===== src/rtl/captura_jogada.sv =====
// Button-capture front end: synchronizes and debounces the raw buttons, accepts one
// one-hot play per physical press and tracks per-play inactivity.
module captura_jogada #(
  parameter int unsigned DEBOUNCE = 5,
  parameter int unsigned TIMEOUT  = 5000
) (
  input  logic       clock,
  input  logic       reset,
  input  logic [3:0] botoes,
  input  logic       habilita,
  input  logic       limpa,
  output logic [3:0] jogada,
  output logic       tem_jogada,
  output logic       invalida,
  output logic       timeout,
  output logic [1:0] db_estado
);

  localparam int unsigned CW = $clog2(DEBOUNCE + 1);
  localparam int unsigned TW = $clog2(TIMEOUT + 1);

  typedef enum logic [1:0] {
    LIVRE         = 2'd0,
    FILTRANDO     = 2'd1,
    ESPERA_SOLTAR = 2'd2
  } estado_t;

  estado_t       estado, estado_n;
  logic [3:0]    sync_a, sync;
  logic [3:0]    candidato, candidato_n;
  logic [CW-1:0] cnt, cnt_n;
  logic [TW-1:0] tcnt, tcnt_n;
  logic [3:0]    jogada_n;
  logic          tem_jogada_n, invalida_n, timeout_n;
  logic          aceita, rejeita;

  // State, synchronizer and registered outputs
  always_ff @(posedge clock or negedge reset) begin
    if (!reset) begin
      sync_a     <= '0;
      sync       <= '0;
      estado     <= LIVRE;
      candidato  <= '0;
      cnt        <= '0;
      tcnt       <= '0;
      jogada     <= '0;
      tem_jogada <= 1'b0;
      invalida   <= 1'b0;
      timeout    <= 1'b0;
    end else begin
      sync_a     <= botoes;
      sync       <= sync_a;
      estado     <= estado_n;
      candidato  <= candidato_n;
      cnt        <= cnt_n;
      tcnt       <= tcnt_n;
      jogada     <= jogada_n;
      tem_jogada <= tem_jogada_n;
      invalida   <= invalida_n;
      timeout    <= timeout_n;
    end
  end

  // Next-state, debounce counting and output decode
  always_comb begin
    estado_n     = estado;
    candidato_n  = candidato;
    cnt_n        = cnt;
    jogada_n     = jogada;
    tem_jogada_n = 1'b0;
    invalida_n   = 1'b0;
    tcnt_n       = tcnt;
    timeout_n    = timeout;
    aceita       = 1'b0;
    rejeita      = 1'b0;

    case (estado)
      LIVRE: begin
        if (sync != 4'd0) begin
          cnt_n = '0;
          if (habilita) begin
            candidato_n = sync;
            cnt_n       = CW'(1);
            estado_n    = FILTRANDO;
          end else begin
            estado_n = ESPERA_SOLTAR;
          end
        end
      end
      FILTRANDO: begin
        if (!habilita) begin
          estado_n = ESPERA_SOLTAR;
          cnt_n    = '0;
        end else if (sync == 4'd0) begin
          estado_n = LIVRE;
          cnt_n    = '0;
        end else if (sync != candidato) begin
          candidato_n = sync;
          cnt_n       = CW'(1);
        end else if (cnt == CW'(DEBOUNCE - 1)) begin
          estado_n = ESPERA_SOLTAR;
          cnt_n    = '0;
          if ($onehot(candidato)) aceita = 1'b1;
          else                    rejeita = 1'b1;
        end else begin
          cnt_n = cnt + CW'(1);
        end
      end
      ESPERA_SOLTAR: begin
        // Any nonzero sample restarts the release window
        if (sync != 4'd0) begin
          cnt_n = '0;
        end else if (cnt == CW'(DEBOUNCE - 1)) begin
          estado_n = LIVRE;
          cnt_n    = '0;
        end else begin
          cnt_n = cnt + CW'(1);
        end
      end
      default: begin
        estado_n = LIVRE;
        cnt_n    = '0;
      end
    endcase

    // Clear wins over a same-cycle acceptance; the FSM transition is kept
    if (limpa) begin
      jogada_n = 4'd0;
    end else begin
      if (aceita) jogada_n = candidato;
      tem_jogada_n = aceita;
      invalida_n   = rejeita;
    end

    // Inactivity counter saturates at TIMEOUT; the flag is sticky across plays
    if (!habilita || limpa) begin
      tcnt_n    = '0;
      timeout_n = 1'b0;
    end else if (aceita) begin
      tcnt_n = '0;
    end else begin
      if (tcnt != TW'(TIMEOUT)) tcnt_n = tcnt + TW'(1);
      if (tcnt_n == TW'(TIMEOUT)) timeout_n = 1'b1;
    end
  end

  assign db_estado = estado;

endmodule

===== config.mk =====
export PLATFORM = sky130hd
export DESIGN_NAME = captura_jogada
export DESIGN_NICKNAME = d
export VERILOG_FILES = /design/src/rtl/captura_jogada.sv
export SDC_FILE = /design/constraint.sdc
export NUM_CORES = 1
export LEC_CHECK = 0
export ABC_CLOCK_PERIOD_IN_PS = 3200
export CORE_AREA = 10 10 112 89
export CTS_BUF_LIST = sky130_fd_sc_hd__clkbuf_4
export DETAILED_ROUTE_END_ITERATION = 10
export DIE_AREA = 0 0 122 99
export GPL_TIMING_DRIVEN = 0
export PLACE_DENSITY = 0.43
export SLEW_MARGIN = 20
export SYNTH_ARGS = -nofsm -noshare
export SYNTH_HDL_FRONTEND = slang
export SYNTH_SLANG_ARGS = --single-unit

===== constraint.sdc =====
create_clock -name clock -period 3.2 [get_ports clock]
set_clock_uncertainty 0.05 [all_clocks]
set_input_delay 0.32 -clock clock [delete_from_list [all_inputs] [get_ports clock]]
set_output_delay 0.32 -clock clock [all_outputs]
set_load 0.02 [all_outputs]

==> impl_results.md <==
- First-iteration detailed-routing DRC count: 84
- Worst IR Drop VDD: around 0.00014 V
- Wire length of the first global-routing pass: around 7000 um
- Hold Crit Depth: 0
- Bufs on Longest Clock Path: 2
- Count of endpoints failing setup in the final report: 0
- Clock network latency to the later pin of the worst-skew pair: roughly 0.34 ns
- Initial cell density of the core: between 20% and 30%
- Count of final hold-check violations: 0
- Leading area contributor after synthesis: sky130_fd_sc_hd__dfrtp_1
- Placeable core region: about 7700 um^2
- Post-route clock period utilization: between 90% and 100%
- TritonRoute pass-1 iters: 4
- Share of total power in sequential cells: a little over half
- Worst reg2reg endpoint: tcnt[8]$_DFF_PN0_
- Post-synthesis area per instance: roughly 10 um^2
- Run status: completed
- Leading cell type in the layout, fill and taps excluded: sky130_fd_sc_hd__dfrtp_1
- Pin count of the biggest net entering global routing: 21
- Endpoint required time on the critical path: approximately 3.4 ns
- Post-synthesis instance area: 1890 um^2
- Fraction of final layout cells sized beyond drive strength 1: ~11%
- Routed wire length: between 4000 and 5000 um
- Number of flip-flops and latches in the synthesized netlist: 37
- TritonCTS clock tree: yes
- Drc violations: 0
- Half-perimeter wire length after detailed placement: ~3000 um
- Cell with the largest stage delay on the worst path: sky130_fd_sc_hd__fa_1
- Worst slew margin: 44.1%
- Die Span X: approximately 120 um
- Vias in the first global route: around 1300
- Power per standard cell area: 450 nW/um^2
- Worst Reg2Reg Path Length in Cells: 11
- Max Fclk: between 0.3 and 0.4 GHz
- Routed wire per std cell: 12.5 um
- Pre-CTS worst setup slack: -0.126 ns
- Mapped Nets: 207
- Switching component of the power: ~0.33 mW
- Combinational share of power: between 20% and 30%
- Number of levels the H-tree was split into: 2
- Startpoint type of the worst setup path: flip-flop
- Unique masters post-synth: 40
- Post-layout worst setup margin: roughly 0.22 ns
- Clock period minus worst slack: 2.98 ns
- Mux share of post-synthesis cell area: 2.85%
- Gp weighted congestion: 0.778
- Number of buffers inserted during clock tree synthesis: 5
- Worst Path Buf+Inv: 3
- All-layer global routing usage: between 7 and 8%
- Net Sw Frac: approximately 33%
- Vias per std cell: between 4 and 5
- Final ANT Viol Nets: 0
- Placement Rows: 28
- Antenna violations before repair: 0
- Crit path cell chain: inv_1 > fa_1 > inv_1 > ha_1 > ha_1 > nor3b_1 > and3_1 > nand3_2 > nand2_2 > clkbuf_2 > nor2_1
- Top fanout value on the critical path: 10
- Leading cell types by total area after synthesis: sky130_fd_sc_hd__dfrtp_1 (49%), sky130_fd_sc_hd__nor2_1 (5.4%), sky130_fd_sc_hd__xor2_1 (4.6%), sky130_fd_sc_hd__ha_1 (4.0%), sky130_fd_sc_hd__nand2_1 (3.6%)
- Final Power: 1.02 mW
- Start of the worst register-to-register path: candidato[0]$_DFFE_PN0P_
- Worst-case register-to-register setup slack: about 0.22 ns
- Worst Max-Slew Pin Slew: between 0.8 and 0.9 ns
- Category of the worst setup path capture point: flip-flop
- Area delta synth->final: 20.3%
- Worst hold-check slack: 0.310 ns
- Portion of synthesized cell area occupied by the leading cell type: between 40 and 50%
- Proportion of synthesized chip area in sequential cells: 49.0%
- Sinks on Clock Net: 37
- Min-delay worst type: flip-flop to flip-flop
- Share of the synthesized area in compound gates (AO/OA/AOI/OAI): a little under 9%
- Number of vias in the routed layout: 1354
- Total I/O pin count: 17
- Setup Crit Path Kind: flip-flop to flip-flop
- Post-synthesis share of cell area spent on full adders, half adders and majority gates: under 10%
- Die Outline Area: 12100 um^2
- Internal power contribution: about 0.7 mW
- Number of synthesis warnings: 0
- Count of input and output buffers: 16
- Leak Pwr: between 0.9 and 1 nW
- Sink of the worst hold path: sync[1]$_DFF_PN0_
- Remaining Overflow, GRT: 0
- Simple-gate area share of the yosys netlist: 21.9%
- Highest-count cells in the layout ignoring fill and taps: sky130_fd_sc_hd__dfrtp_1 (37), sky130_fd_sc_hd__nor2_1 (27), sky130_fd_sc_hd__nand2_1 (17)
- Most frequently used flop master after synthesis: sky130_fd_sc_hd__dfrtp_1
- Root Driver: sky130_fd_sc_hd__clkbuf_4
- Antenna diode instance count: 0
- Largest family of logic cells by synthesized area: simple AND/OR/NAND/NOR gates
- RSZ-0062 raised after global routing: false
- Fraction of registers with async set/reset: between 90% and 100%
- Clock-pin transition on the worst setup and hold timing paths: 0.12 ns
- CP top delay family: simple AND/OR/NAND/NOR gates
- # nets final: around 230
- Count of pins over their slew limit: 0
- Arrival time at the worst endpoint: 3.15 ns
- Clock network power share: a little under a quarter
- Slowest Stage Delay on Critical Path: roughly 0.54 ns
- Instance count of the mapped netlist: 192
- Post-synth EDFFs: 0
- Number of maximum-capacitance violations: 0
- Post-synthesis share of cell area spent on xor and xnor gates: under 10%
- Die Y-Extent: ~99 um
- Worst hold start: sync_a[1]$_DFF_PN0_
-- power groups by stage --
stage	Sequential (mW)	Combinational [mW]	Clock, mW
after floorplan	0.545	0.165	0
after global placement	0.548	0.241	0
after detailed placement	0.550	0.250	0
after CTS	0.540	0.251	0.256
after global routing	0.545	0.286	0.274
final	0.540	0.248	0.234
-- state kept, by name (all words and copies together), names as in the netlist --
signal and cells:
timeout 1, cnt 3, jogada 4, sync_a 4, candidato 4, sync 4, tcnt 13, invalida 1
tem_jogada 1, db_estado 2
-- worst max path at each step --
stage / startpoint / endpoint / cells past startpoint
3_5_place_dp: candidato[0]$_DFFE_PN0P_ / tcnt[5]$_DFF_PN0_ / 11
4_1_cts: candidato[0]$_DFFE_PN0P_ / tcnt[8]$_DFF_PN0_ / 11
5_1_grt: candidato[0]$_DFFE_PN0P_ / tcnt[8]$_DFF_PN0_ / 11
3_3_place_gp: candidato[0]$_DFFE_PN0P_ / tcnt[8]$_DFF_PN0_ / 11
2_1_floorplan: candidato[0]$_DFFE_PN0P_ / tcnt[10]$_DFF_PN0_ / 11
6_report: candidato[0]$_DFFE_PN0P_ / tcnt[8]$_DFF_PN0_ / 11
-- area by class of cell --
class / count / area, um^2
tap: 105 / 131
clock buffer: 5 / 37.5
buffer: 9 / 52.6
fill: 806 / 5470
inverter: 11 / 41.3
clock inverter: 3 / 12.5
timing repair buffer: 18 / 193
multi-input combinational: 135 / 878
sequential: 37 / 926
-- cells in the mapped netlist, types with 2 or more instances --
cell,n
sky130_fd_sc_hd__a21boi_0,2
sky130_fd_sc_hd__a21oi_1,7
sky130_fd_sc_hd__and2_1,3
sky130_fd_sc_hd__and3_1,2
sky130_fd_sc_hd__buf_2,2
sky130_fd_sc_hd__buf_6,2
sky130_fd_sc_hd__clkbuf_1,5
sky130_fd_sc_hd__dfrtp_1,37
sky130_fd_sc_hd__ha_1,6
sky130_fd_sc_hd__inv_1,11
sky130_fd_sc_hd__mux2_2,3
sky130_fd_sc_hd__mux2i_1,2
sky130_fd_sc_hd__nand2_1,18
sky130_fd_sc_hd__nand3_1,10
sky130_fd_sc_hd__nand4_1,4
sky130_fd_sc_hd__nor2_1,27
sky130_fd_sc_hd__nor3_1,2
sky130_fd_sc_hd__nor3b_1,2
sky130_fd_sc_hd__nor4_1,4
sky130_fd_sc_hd__o21ai_0,8
sky130_fd_sc_hd__or4_1,2
sky130_fd_sc_hd__xnor2_1,6
sky130_fd_sc_hd__xor2_1,10
-- worst register-to-register path, delay by kind of cell, from the launching register on --
kind	cells	cell delay (ns)
simple gates	5	1.07
fa+ha+maj	3	0.97
flops	1	0.38
buf+inv	3	0.39
-- routing by layer --
layer	GRT usage [%]	vias to the layer above	routed length [um]
met2	8.06	18	1430
met5	0	-	0
li1	-	706	-
met4	2.74	0	40
met3	2.28	2	171
met1	11.4	628	2410
-- stage by stage --
stage	setup TNS (ns)	std cells	util [%]	instance area, um^2
floorplan	0	192	-	1890
global placement	-1.15	313	28.2	2180
detailed placement	-1.15	314	28.5	2200
CTS	0	323	29.3	2260
global route	0	323	29.3	2270
finish	0	323	29.3	2270
-- what timing repair did --
item                                    4_1_cts  5_1_grt
hold buffers                                  1        0
cloned                                        0        0
endpoints found under the setup margin       10       11
endpoints found under the hold margin        17        0
pin swaps                                     0        1
gates resized for setup                       1        2
setup buffers                                 0        0
-- cells by family (layout without fill, tap and decap cells) --
group / Yosys count / after routing
compound gates: 26 / 26
xor+xnor: 16 / 16
fa+ha+maj: 7 / 7
buf+inv: 20 / 46
flops: 37 / 37
mux: 5 / 5
simple gates: 81 / 81
Note: power is estimated with default switching activity, not from simulation.
